--- config.mk ---
export PLATFORM = sky130hd
export DESIGN_NAME = instr_mem_fetch
export DESIGN_NICKNAME = d
export VERILOG_FILES = /design/src/rtl/instr_mem_fetch.sv
export SDC_FILE = /design/constraint.sdc
export NUM_CORES = 2
export LEC_CHECK = 0
export CAP_MARGIN = 20
export CORE_MARGIN = 4
export CORE_UTILIZATION = 63
export DETAILED_ROUTE_END_ITERATION = 8
export PLACE_DENSITY = 0.75
export REMOVE_ABC_BUFFERS = 1
export SLEW_MARGIN = 20
export SYNTH_ARGS = -nofsm -noshare
export SYNTH_HDL_FRONTEND = slang
export SYNTH_SLANG_ARGS = --single-unit
--- constraint.sdc ---
create_clock -name i_Clk -period 4.6 [get_ports i_Clk]
set_input_delay 0.92 -clock i_Clk [delete_from_list [all_inputs] [get_ports i_Clk]]
set_output_delay 0.92 -clock i_Clk [all_outputs]
set_load 0.02 [all_outputs]
--- src/rtl/instr_mem_fetch.sv ---
// Instruction-side program memory with a serial byte loader and a registered fetch port.
// Optional build macro LOAD_CHECKSUM_EN adds a trailing XOR checksum byte to each load.
module instr_mem_fetch #(
    parameter int unsigned ADDR_W  = 8,
    parameter int unsigned INSTR_W = 16,
    parameter int unsigned DEPTH   = 256
) (
    input  logic               i_Clk,
    input  logic               i_Rst_n,
    input  logic [ADDR_W-1:0]  Address_Instruction_Bus,
    input  logic               hab_sal,
    input  logic               i_ld_start,
    input  logic [7:0]         i_ld_byte,
    input  logic               i_ld_valid,
    output logic               o_ld_busy,
    output logic               o_ld_done,
    output logic               o_ld_err,
    output logic               o_run_en,
    output logic [INSTR_W-1:0] o_instr,
    output logic               o_instr_valid
);

    localparam int unsigned CNT_W  = ADDR_W + 1;
    localparam int unsigned BYTE_W = 8;

    typedef enum logic [2:0] {
        IDLE,
        LOAD_CNT,
        LOAD_DATA,
`ifdef LOAD_CHECKSUM_EN
        LOAD_CHK,
`endif
        RUN
    } state_t;

    state_t              state;
    logic [CNT_W-1:0]    n_words;
    logic [CNT_W-1:0]    loaded_cnt;
    logic [ADDR_W-1:0]   wr_ptr;
    logic                phase;
    logic [BYTE_W-1:0]   hi_byte;
    logic [INSTR_W-1:0]  mem [DEPTH];

    logic                mem_we_c;
    logic                last_word_c;
    logic [CNT_W-1:0]    n_from_byte_c;
    logic                addr_hit_c;

`ifdef LOAD_CHECKSUM_EN
    logic [BYTE_W-1:0]   chk_acc;
`else
    assign o_ld_err = 1'b0;
`endif

    // A count byte of zero encodes a full memory load
    assign n_from_byte_c = (i_ld_byte == '0) ? CNT_W'(DEPTH) : CNT_W'(i_ld_byte);
    assign last_word_c   = (CNT_W'(wr_ptr) + CNT_W'(1)) == n_words;
    assign addr_hit_c    = {1'b0, Address_Instruction_Bus} < loaded_cnt;
    assign mem_we_c      = i_Rst_n && (state == LOAD_DATA) && i_ld_valid && !i_ld_start && phase;

    // Storage has no reset; visibility is gated by loaded_cnt instead
    always_ff @(posedge i_Clk) begin
        if (mem_we_c) begin
            mem[wr_ptr] <= INSTR_W'({hi_byte, i_ld_byte});
        end
    end

    always_ff @(posedge i_Clk) begin
        if (!i_Rst_n) begin
            state         <= IDLE;
            n_words       <= '0;
            loaded_cnt    <= '0;
            wr_ptr        <= '0;
            phase         <= 1'b0;
            hi_byte       <= '0;
            o_ld_busy     <= 1'b0;
            o_ld_done     <= 1'b0;
            o_run_en      <= 1'b0;
            o_instr       <= '0;
            o_instr_valid <= 1'b0;
`ifdef LOAD_CHECKSUM_EN
            chk_acc       <= '0;
            o_ld_err      <= 1'b0;
`endif
        end else begin
            o_ld_done     <= 1'b0;
            o_instr_valid <= 1'b0;
            // A start pulse overrides everything, including a byte in the same cycle
            if (i_ld_start) begin
                state      <= LOAD_CNT;
                loaded_cnt <= '0;
                o_ld_busy  <= 1'b1;
                o_run_en   <= 1'b0;
`ifdef LOAD_CHECKSUM_EN
                o_ld_err   <= 1'b0;
`endif
            end else begin
                case (state)
                    IDLE: begin
                    end
                    LOAD_CNT: begin
                        if (i_ld_valid) begin
                            n_words <= n_from_byte_c;
                            wr_ptr  <= '0;
                            phase   <= 1'b0;
                            state   <= LOAD_DATA;
`ifdef LOAD_CHECKSUM_EN
                            chk_acc <= i_ld_byte;
`endif
                        end
                    end
                    LOAD_DATA: begin
                        if (i_ld_valid) begin
`ifdef LOAD_CHECKSUM_EN
                            chk_acc <= chk_acc ^ i_ld_byte;
`endif
                            if (!phase) begin
                                hi_byte <= i_ld_byte;
                                phase   <= 1'b1;
                            end else begin
                                phase  <= 1'b0;
                                wr_ptr <= wr_ptr + ADDR_W'(1);
                                if (last_word_c) begin
`ifdef LOAD_CHECKSUM_EN
                                    state      <= LOAD_CHK;
`else
                                    state      <= RUN;
                                    loaded_cnt <= n_words;
                                    o_ld_done  <= 1'b1;
                                    o_ld_busy  <= 1'b0;
                                    o_run_en   <= 1'b1;
`endif
                                end
                            end
                        end
                    end
`ifdef LOAD_CHECKSUM_EN
                    LOAD_CHK: begin
                        if (i_ld_valid) begin
                            o_ld_busy <= 1'b0;
                            if (i_ld_byte == chk_acc) begin
                                state      <= RUN;
                                loaded_cnt <= n_words;
                                o_ld_done  <= 1'b1;
                                o_run_en   <= 1'b1;
                            end else begin
                                state      <= IDLE;
                                loaded_cnt <= '0;
                                o_ld_err   <= 1'b1;
                            end
                        end
                    end
`endif
                    RUN: begin
                        // Addresses past the loaded program fetch a NOP
                        o_instr       <= addr_hit_c ? mem[Address_Instruction_Bus] : '0;
                        o_instr_valid <= !hab_sal;
                    end
                    default: begin
                        state     <= IDLE;
                        o_ld_busy <= 1'b0;
                        o_run_en  <= 1'b0;
                    end
                endcase
            end
        end
    end

endmodule

==> impl_metrics.ini <==
[status]
run_status = finished, final reports clean

[timing]
finalHoldViolCount = 0
worst_slew_pin_slew_ns = 1.221
finalCritPeriodShare = 0.9156
period_needed_ns = 4.212
slew_headroom = 0.1795
rsz0062_at_grt = false
setup_viol = 0
drv_slew = 0
fmax_mhz = 237.4
fin_worst_skew_ns = 0.09230

[routing]
drt-total-wl_microns = 424000
wl_per_cell_microns = 34.47
drtIter0Drc = 13222
viasPerCell = 6.894
first_pass_iters = 8
drc = 0
vias = 84797
ant_nets = 0

[clock_tree]
numCtsBuffers = 410
cts.sinks = 4153
root_buffer = clkbuf_16
postCtsHoldBufs = 0
clk_pin_slew_ns = 0.07
clockBufferDepth = 4
postCtsResizedCells = 0
htreeDepth = 5
worstSkewPairLatency_ns = 1.01
postCtsSetupRepairBufs = 0
cts_tree = yes

[floorplan]
dieArea_sq_mm = 0.2621
dieWidth_microns = 511.9
die_h_microns = 511.9
ios = 42
core_sq_mm = 0.2521
rows = 184
initial_utilization = 0.6347

[yosys]
async_flop_share = 0
synth_edf_count = 4096
synth_top_family_by_area = multiplexers
ys_seq_area_frac = 0.7759
synth-seq-cells = 4153
muxShareOfSynthArea = 0.1406
synth.avg_cell_area_sq_um = 20.10
synth_ff_type = edfxtp_1
synth_simple_gate_area_frac = 0.02671
synthCells = 7960
synth-xor-area-share = 0.0005240
synth_cell_types = 71
synthesis.area_sq_mm = 0.1600
synthAdderAreaFrac = 0.001095
synth-compound-area-share = 0.03881
yosys_warnings = 0

[place]
dp_hpwl_microns = 253900
placement.cell_area_sq_mm = 0.1685
gp_congestion = 0.9078
port_buffers = 40

[worst_setup_path]
max_stage_delay_ns = 0.80
crit_chain = buf_8 -> buf_4 -> mux4_2 -> a22o_1 -> a221oi_1 -> o22ai_1 -> nor3_1 -> buf_4 -> nor3_1 -> a211o_1
cp_max_fo = 38
timing.critical_path.buf_inv = 3
cpLargestDelayFamily = compound AO/OA/AOI/OAI gates
end_kind = register
crit_slowest_cell = nor3_1
start_kind = primary input
arrival_ns = 5.12
path_class = in -> reg
required_ns = 5.51
rrSetupSlack_ns = 0.69

[global_routing]
grt_pass1_wl_microns = 608800
grt_max_degree = 146
grtUsageTotal = 0.3237
antenna_found_initial = 22
overflow = 0
grt_pass1_vias = 84704

[finish]
multi_input_area_sq_mm = 0.03342
final_area_sq_mm = 0.1814
drive_gt1_frac = 0.2163
n_fill_cell = 14097
seqCellArea_sq_mm = 0.1242
nNetsFinal = 8649
synthToLayoutAreaGrowth_pct = 13.37

[flow_run]
cap_violations = 0

[power]
power_density_mw_per_mm2 = 421.9
ir_drop_v = 0.0004534
total_power_mw = 76.53
power_leakage_nw = 64.22

[hold_path]
min_path_type = in -> reg
-- sequential cells by signal, indices dropped and copies added (netlist names) --
name           cells
hi_byte            8
loaded_cnt         9
mem             4096
n_words            9
o_instr           16
o_instr_valid      1
o_ld_busy          1
o_ld_done          1
o_run_en           1
phase              1
state              2
wr_ptr             8
-- per-layer routing --
metal  track usage  part of all wire
met5             0           0.00027
met3       0.07848              0.12
met2        0.5005              0.47
met1        0.4432              0.35
met4        0.1519             0.054
-- where the power goes --
part	internal (mW)	leakage [nW]	switching, mW
clock	18.4	6.23	13.8
combinational	1.05	16.0	2.01
sequential	41.3	42.0	0.0187
-- cell usage in the layout (no fill, tap or decap), types with 12 or more instances in the layout --
cell             Yosys  layout
a221oi_1            65      65
a211o_1             16      16
nand2_1            216     207
clkdlybuf4s50_1      0      24
a22o_1              23      23
mux2i_1            859     859
mux4_2             614     614
nor3_1              64      59
o41ai_1             27      22
buf_4              100     591
clkinvlp_4           0      12
clkbuf_16            0     416
and3_1              20      20
buf_12               1      92
ha_1                14      14
a22oi_1            313     313
nand4_1             38      38
o21ai_0             34      34
nor2b_1             25      19
nand3_1            198     195
clkinv_2             0      70
clkbuf_1           188      92
a211oi_1            35      35
a21oi_1            165     165
inv_1               17      17
edfxtp_1          4096    4096
diode_2              0      12
a221o_1             16      16
bufinv_16            0      31
o22ai_1            147     147
dfxtp_1             57      49
clkinv_1             0      98
nor2_1             288     285
-- cell families after synthesis --
kind of cell | count (synthesis)
and+or+nand+nor | 919
buffers and inverters | 500
adders and majority gates | 14
other | 1
AOI/OAI and AO/OA | 886
DFF | 4153
muxes | 1479
xor gates and xnor gates | 8
-- cell usage after synthesis (17+ instances only) --
cell type	count	area [sq um]
a211oi_1	35	262.8
a21oi_1	165	825.8
a221oi_1	65	569.3
a22o_1	23	201.4
a22oi_1	313	2350
and3_1	20	125.1
buf_1	22	82.58
buf_2	151	755.7
buf_4	100	750.7
buf_6	19	214.0
clkbuf_1	188	705.7
dfxtp_1	57	1141
edfxtp_1	4096	123000
inv_1	17	63.81
mux2i_1	859	8598
mux4_2	614	13830
nand2_1	216	810.8
nand3_1	198	991.0
nand4_1	38	237.7
nor2_1	288	1081
nor2b_1	25	156.4
nor3_1	64	320.3
o21ai_0	34	170.2
o22ai_1	147	919.6
o41ai_1	27	236.5
-- worst register-to-register path, cell delays in order (launching register included) --
cell and delay, ns:
dfxtp_1 0.41, ha_1 0.38, nand3_1 0.23, nor2_1 0.60, nand2_1 0.16, nor2_1 0.49
nand2_1 0.50, nor2_1 0.61, buf_12 0.23
-- area by class of cell --
type | count | area share
antenna | 12 | 0.0001655
clock inverter | 221 | 0.01029
sequential | 4153 | 0.6845
clock buffer | 518 | 0.06005
multi-input combinational | 3307 | 0.1842
timing repair buffer | 725 | 0.03726
tap | 3348 | 0.02309
inverter | 17 | 0.0003518
-- stage by stage --
step	TNS, ns	hold WS, ns	cells	utilization	setup slack [ns]
detailed placement	-1.302	0.4629	11547	0.6685	-0.4583
global placement	-1.558	0.4704	11547	0.6684	-0.4255
finish	0	0.4265	12301	0.7195	0.3884
floorplan	-38.04	0.4495	7477	-	-2.394
global route	0	0.4128	12295	0.7195	0.4366
CTS	0	0.3842	12286	0.7191	0.5978
-- worst paths after layout --
path	start	endpoint	cells after the start
setup / recovery	Address_Instruction_Bus[0]	o_instr[1]	10
setup reg to reg	state[1]	mem[107][15]	8
hold / removal	i_ld_byte[0]	mem[54][0]	1
hold reg to reg	o_instr[12]	o_instr[12]	2
Power figures use the tool's default switching activity.
